--- src/rtl/multicycle_seq.sv ---
// Multi-cycle instruction sequencer for the rv32 core: walks each instruction through
// FETCH/DECODE/EXEC/MEM/WB, runs the memory handshakes and counts retired instructions.
module multicycle_seq #(
  parameter int CNT_W       = 32,
  parameter int TIMEOUT_CYC = 255
) (
  input  logic             clk,
  input  logic             rst,
  input  logic [6:0]       opcode,
  input  logic             reg_write,
  input  logic             mem_read,
  input  logic             mem_write,
  input  logic             branch_taken,
  input  logic             halt,
  output logic             imem_req,
  input  logic             imem_ack,
  output logic             dmem_req,
  output logic             dmem_we,
  input  logic             dmem_ack,
  output logic             ir_we,
  output logic             rf_we,
  output logic             pc_we,
  output logic [1:0]       pc_sel,
  output logic [2:0]       state,
  output logic [CNT_W-1:0] instret,
  output logic             trap
);

  typedef enum logic [2:0] {
    FETCH  = 3'd0,
    DECODE = 3'd1,
    EXEC   = 3'd2,
    MEM    = 3'd3,
    WB     = 3'd4,
    HALTED = 3'd5,
    TRAP   = 3'd6
  } state_t;

  localparam logic [6:0] OP_BRANCH = 7'b1100011;
  localparam logic [6:0] OP_JAL    = 7'b1101111;
  localparam logic [6:0] OP_JALR   = 7'b1100111;

  localparam int          WAIT_W    = (TIMEOUT_CYC > 1) ? $clog2(TIMEOUT_CYC + 1) : 1;
  localparam bit          TO_EN     = (TIMEOUT_CYC > 0);
  localparam logic [31:0] WAIT_LAST = 32'(TIMEOUT_CYC - 1);

  state_t              state_q, state_d;
  logic [WAIT_W-1:0]   wait_q, wait_d;
  logic [CNT_W-1:0]    instret_q, instret_d;
  logic                br_q, br_d, jal_q, jal_d, jalr_q, jalr_d;
  logic                st_q, st_d, ldst_q, ldst_d, rw_q, rw_d;
  logic                legal, retire, timeout_hit, next_ok;
  logic                imem_req_c, dmem_req_c, dmem_we_c, ir_we_c, rf_we_c, pc_we_c;
  logic [1:0]          pc_sel_c;

  always_comb begin
    unique case (opcode)
      7'b0110011, 7'b0010011, 7'b0000011, 7'b0100011, 7'b1100011,
      7'b1101111, 7'b1100111, 7'b0110111, 7'b0010111: legal = 1'b1;
      default:                                         legal = 1'b0;
    endcase
  end

  // The final no-ack cycle traps, but an ack on that same edge takes priority.
  assign timeout_hit = TO_EN && (32'(wait_q) == WAIT_LAST);
  assign next_ok     = 1'b1;

  always_comb begin
    state_d    = state_q;
    wait_d     = '0;
    instret_d  = instret_q;
    br_d       = br_q;
    jal_d      = jal_q;
    jalr_d     = jalr_q;
    st_d       = st_q;
    ldst_d     = ldst_q;
    rw_d       = rw_q;
    retire     = 1'b0;
    imem_req_c = 1'b0;
    dmem_req_c = 1'b0;
    dmem_we_c  = 1'b0;
    ir_we_c    = 1'b0;
    rf_we_c    = 1'b0;
    pc_we_c    = 1'b0;
    pc_sel_c   = 2'd0;

    case (state_q)
      FETCH: begin
        imem_req_c = 1'b1;
        if (imem_ack) begin
          ir_we_c = 1'b1;
          state_d = DECODE;
        end else if (timeout_hit) begin
          state_d = TRAP;
        end else begin
          wait_d = wait_q + 1'b1;
        end
      end
      DECODE: begin
        br_d    = (opcode == OP_BRANCH);
        jal_d   = (opcode == OP_JAL);
        jalr_d  = (opcode == OP_JALR);
        st_d    = mem_write;
        ldst_d  = mem_read | mem_write;
        rw_d    = reg_write;
        state_d = legal ? EXEC : TRAP;
      end
      EXEC: begin
        if (br_q) begin
          pc_we_c  = 1'b1;
          pc_sel_c = branch_taken ? 2'd1 : 2'd0;
          retire   = 1'b1;
          state_d  = halt ? HALTED : FETCH;
        end else if (ldst_q) begin
          state_d = MEM;
        end else begin
          state_d = WB;
        end
      end
      MEM: begin
        dmem_req_c = 1'b1;
        dmem_we_c  = st_q;
        if (dmem_ack) begin
          if (st_q) begin
            pc_we_c = 1'b1;
            retire  = 1'b1;
            state_d = halt ? HALTED : FETCH;
          end else begin
            state_d = WB;
          end
        end else if (timeout_hit) begin
          state_d = TRAP;
        end else begin
          wait_d = wait_q + 1'b1;
        end
      end
      WB: begin
        rf_we_c  = rw_q;
        pc_we_c  = 1'b1;
        pc_sel_c = jal_q ? 2'd1 : (jalr_q ? 2'd2 : 2'd0);
        retire   = 1'b1;
        state_d  = halt ? HALTED : FETCH;
      end
      HALTED: begin
        if (!halt) state_d = FETCH;
      end
      TRAP: begin
        state_d = TRAP;
      end
      default: begin
        state_d = FETCH;
      end
    endcase

    if (retire && next_ok) instret_d = instret_q + 1'b1;
  end

  always_ff @(posedge clk or posedge rst) begin
    if (rst) begin
      state_q   <= FETCH;
      wait_q    <= '0;
      instret_q <= '0;
      br_q      <= 1'b0;
      jal_q     <= 1'b0;
      jalr_q    <= 1'b0;
      st_q      <= 1'b0;
      ldst_q    <= 1'b0;
      rw_q      <= 1'b0;
    end else begin
      state_q   <= state_d;
      wait_q    <= wait_d;
      instret_q <= instret_d;
      br_q      <= br_d;
      jal_q     <= jal_d;
      jalr_q    <= jalr_d;
      st_q      <= st_d;
      ldst_q    <= ldst_d;
      rw_q      <= rw_d;
    end
  end

  // Hold every strobe low while reset is asserted, even though FETCH is the reset state.
  assign imem_req = imem_req_c & ~rst;
  assign dmem_req = dmem_req_c & ~rst;
  assign dmem_we  = dmem_we_c & ~rst;
  assign ir_we    = ir_we_c & ~rst;
  assign rf_we    = rf_we_c & ~rst;
  assign pc_we    = pc_we_c & ~rst;
  assign pc_sel   = rst ? 2'd0 : pc_sel_c;
  assign state    = state_q;
  assign instret  = instret_q;
  assign trap     = (state_q == TRAP);

endmodule

--- config.mk ---
export PLATFORM = sky130hd
export DESIGN_NAME = multicycle_seq
export DESIGN_NICKNAME = d
export VERILOG_FILES = /design/src/rtl/multicycle_seq.sv
export SDC_FILE = /design/constraint.sdc
export NUM_CORES = 1
export LEC_CHECK = 0
export BUFFER_PORTS_ARGS = -buffer_cell sky130_fd_sc_hd__buf_2
export CAP_MARGIN = 30
export CORE_AREA = 2 2 83 69
export DETAILED_ROUTE_END_ITERATION = 6
export DIE_AREA = 0 0 85 71
export HOLD_SLACK_MARGIN = 0.06
export PLACE_DENSITY = 0.76
export SYNTH_ARGS = -nofsm -noshare
export SYNTH_HDL_FRONTEND = slang
export SYNTH_SLANG_ARGS = --single-unit
--- constraint.sdc ---
create_clock -name clk -period 1.85 [get_ports clk]
set_input_delay 0.37 -clock clk [delete_from_list [all_inputs] [get_ports clk]]
set_output_delay 0.37 -clock clk [all_outputs]
set_load 0.1 [all_outputs]
==> flow_results.org <==
** Synth
- Cell Area, Synth :: 2510 um2
- Warnings from Yosys :: 0
- Most used flip-flop cell after synthesis :: sky130_fd_sc_hd__dfrtp_1
- In the synthesized netlist, the number of instances is ~240.
- Of the post-synthesis cell area, the dominant cell type holds 48.8%.
- Register area share after synthesis :: 48.8%
- After synthesis, the cell types taking the most area are sky130_fd_sc_hd__dfrtp_1, sky130_fd_sc_hd__xnor2_1, sky130_fd_sc_hd__xor2_1.
- Yosys mapped the design onto 43 distinct sky130hd cell types.
- After synthesis the netlist holds a flip-flop and latch count of 49.
- The biggest area contributor in the post-synthesis netlist is sky130_fd_sc_hd__dfrtp_1.
- The average instance in the mapped netlist occupies 10.3 um2.
- Net count after synthesis :: between 200 and 300
- Counting flops with a built-in enable in the synthesized netlist gives 0.
- For this run, asynchronously set or reset flops after synthesis account for 100%.

** Global routing
- The number of global-route vias before repair is ~2000.
- Overall global routing resource usage :: between 20% and 30%
- The global routing stage identified its most utilized layer as met2.
- In the global route stage, met3 resource usage came out at between 4 and 5%.
- Largest net degree at the start of global routing :: 38
- Number of antenna violations at the first check in global routing :: 0
- Met1 usage :: between 20 and 30%
- The first global-routing pass estimated 9.77 mm of wire.
- Global routing finished with a remaining overflow of 0.
- Global routing used 34.3% of the available met2 tracks.

** Critical path
- Worst endpoint required time :: roughly 1.5 ns
- The worst setup path is of the register to primary output kind.
- In this design, the stage delay of the slowest critical-path cell is about 0.52 ns.
- The signal on the critical path passes through buf_6 -> nor2b_4 -> a32oi_2 -> nor3_4 -> buf_12.
- CP Capture Type :: primary output
- Kind of cell adding the most delay to the critical path :: flip-flops
- Data on the critical path arrives at its endpoint at around 1.7 ns.
- STA classifies the critical path startpoint as a register.
- Crit path buffers/inverters :: 2
- Along the worst path, the maximum fanout reaches 6.
- Cell at the slowest stage of the critical path :: sky130_fd_sc_hd__dfrtp_4

** Floorplanning
- The initial utilization of the core area, before any placement, comes to a little under half.
- Die area :: about 6000 um2
- Number of placed I/O pins :: 60
- Floorplan die width :: ~85 um
- Height of the die :: 71 um
- The core region is 5260 um2.
- After floorplanning, the core was divided into 24 placement rows.

** CTS
- Clock tree synthesis inserted a total of 5 buffers.
- TritonCTS built the clock tree.
- Clock-pin slew was measured on the worst setup and hold paths at around 0.090 ns.
- H-Tree Level Count :: 2
- Clk Latency, worst-skew pair :: slightly above 0.3 ns
- CTS max path bufs :: 2
- Sinks on the clock net :: roughly 50
- The tree is rooted in a sky130_fd_sc_hd__clkbuf_8.
- Post-CTS Hold Buffers :: 0

** Placed design
- Worst slack, placed :: roughly 0.063 ns
- Once placement completed, the tool counted placed cells totaling between 300 and 400.
- Post-detailed-placement cell area :: ~3300 um2
- Final HPWL from detailed placement :: 4.16 mm
- Quantity of I/O buffers inserted on ports :: around 60
- The congestion estimate from routability-driven global placement came to 0.760.

** STA
- Finish-stage setup viols :: 10
- The routed design could run at a clock period as short as about 2.0 ns.
- Max transition margin :: between 60% and 70%
- Between clock sinks in the finished design, the worst skew comes to 0.0108 ns.
- Maximum operating frequency :: roughly 500 MHz
- Total negative slack for setup checks :: -0.665 ns
- The final number of max-transition violations was 0.
- Final period utilization :: 109%
- Setup repair after global routing could not meet its margin everywhere.
- The tightest hold path in the finished design has a slack of between 0.2 and 0.3 ns.
- Final hold vios :: 0
- Final worst-path setup slack :: -0.172 ns
- Worst Tran Pin Value :: between 0.5 and 0.6 ns

** Flow run
- Across the run, the number of max-cap violations was 0.

** Finish
- Synth-to-Final Area Change :: 49.0%
- Cell area after layout :: roughly 3700 um2
- Ant diodes :: 0
- The count of cells in the finished layout, fillers not included, comes to about 400.
- In the final design database the tool counted 354 nets.
- In the layout the commonest cells are sky130_fd_sc_hd__buf_2, sky130_fd_sc_hd__xnor2_1, sky130_fd_sc_hd__dfrtp_1, sky130_fd_sc_hd__dfrtp_4, sky130_fd_sc_hd__nand2_1.
- Filler instances :: ~350
- Share of final-layout standard cells stronger than drive strength 1 :: approximately 53%
- Most common cell after layout, fill and taps aside :: sky130_fd_sc_hd__buf_2

** Route
- Using the TritonRoute via totals, the vias-per-cell ratio works out to 5.45.
- After detailed routing, the number of remaining DRC violations is 0.
- DRT antenna net count :: 0
- Across all layers, the routed design uses 2184 vias.
- The detailed router finished its first iteration with between 60 and 70 violations.
- Mean routed wirelength per cell :: roughly 16 um
- Count of TritonRoute iterations in the first routing pass :: 4
- For this block, the routed nets add up to about 6.3 mm of wire.

** Outcome
- The checks that failed: negative setup slack.
- The flow ran to the end, but the final reports show violations.

** Pwr
- Leakage :: 1.71 nW
- IR analysis of the VDD net gives a maximum drop of 0.00107 V.
- Pwr per Cell Area :: approximately 1200 nW/um2

** Hold path
- The worst hold path belongs to the class input pin to asynchronous set/reset pin.
==> layer usage <==
layer  wire length (um)  vias up
li1                   -     1036
met1               2700     1072
met2               3250       66
met3                299       10
met4                 78        0
met5                  0        -
==> final cells by class <==
class	count	area [um2]	area share [%]
multi-input combinational	180	1510	40.2
sequential	49	1310	35.0
timing repair buffer	88	714	19.1
tap	65	81.3	2.17
clock buffer	6	72.6	1.94
inverter	11	45.0	1.20
clock inverter	2	13.8	0.368
==> where the power goes <==
group          switching, W  internal (W)
sequential         0.000203       0.00125
clock              0.000378      0.000270
combinational       0.00165      0.000916
==> final timing paths <==
kind,start,to,slack [ns],cells after the start
setup / recovery,state[2],pc_sel[0],-0.17,5
min in group clk,reg_write,rw_q,0.30,2
hold / removal,rst,br_q,0.25,3
setup reg to reg,state[2],instret[29],-0.02,7
max in group asynchronous,rst,instret[25],1.10,4
hold reg to reg,instret[31],instret[31],0.48,1
==> through the flow <==
step                util, %  power, W
detailed placement     63.4   0.00348
CTS                    68.6   0.00442
finish                 71.3   0.00467
global placement       63.4   0.00344
global route           71.3   0.00489
floorplan                 -   0.00306
==> synthesized netlist by cell type (3+ instances only) <==
master / count
sky130_fd_sc_hd__xnor2_1: 22
sky130_fd_sc_hd__nand3_1: 14
sky130_fd_sc_hd__and4_1: 4
sky130_fd_sc_hd__a21oi_1: 6
sky130_fd_sc_hd__nand4_1: 9
sky130_fd_sc_hd__and3_1: 10
sky130_fd_sc_hd__ha_1: 3
sky130_fd_sc_hd__and2_1: 3
sky130_fd_sc_hd__dfrtp_1: 49
sky130_fd_sc_hd__nor2_1: 23
sky130_fd_sc_hd__o21ai_0: 8
sky130_fd_sc_hd__inv_1: 11
sky130_fd_sc_hd__xor2_1: 14
sky130_fd_sc_hd__nand2_1: 25
sky130_fd_sc_hd__nor3_1: 6
==> tightest hold or removal path, cell delays in order <==
cell and delay, ns:
sky130_fd_sc_hd__buf_2 0.16, sky130_fd_sc_hd__buf_4 0.18, sky130_fd_sc_hd__inv_2 0.24
==> sequential cells by signal, summed over array words and instances, names as in the netlist <==
signal and flops:
instret 32, rw_q 1, br_q 1, ldst_q 1
wait_q 8, jalr_q 1, st_q 1, state 3
jal_q 1
==> timing repair <==
action                     in CTS  in global routing
gates resized for setup        19                 23
setup buffers                  11                  6
pin swaps                       8                 13
hold endpoints to repair        0                  0
setup endpoints to repair       8                 25
==> cells by family (layout without fill, tap and decap cells) <==
kind of cell / after synthesis / after routing / share of synthesized area (%)
DFF: 49 / 49 / 48.8
AOI/OAI and AO/OA: 25 / 25 / 7.32
buffers and inverters: 15 / 107 / 2.54
adders and majority gates: 3 / 3 / 1.49
xor gates and xnor gates: 36 / 36 / 12.5
and+or+nand+nor: 114 / 114 / 26.4
muxes: 2 / 2 / 0.896
Power figures use the tool's default switching activity.
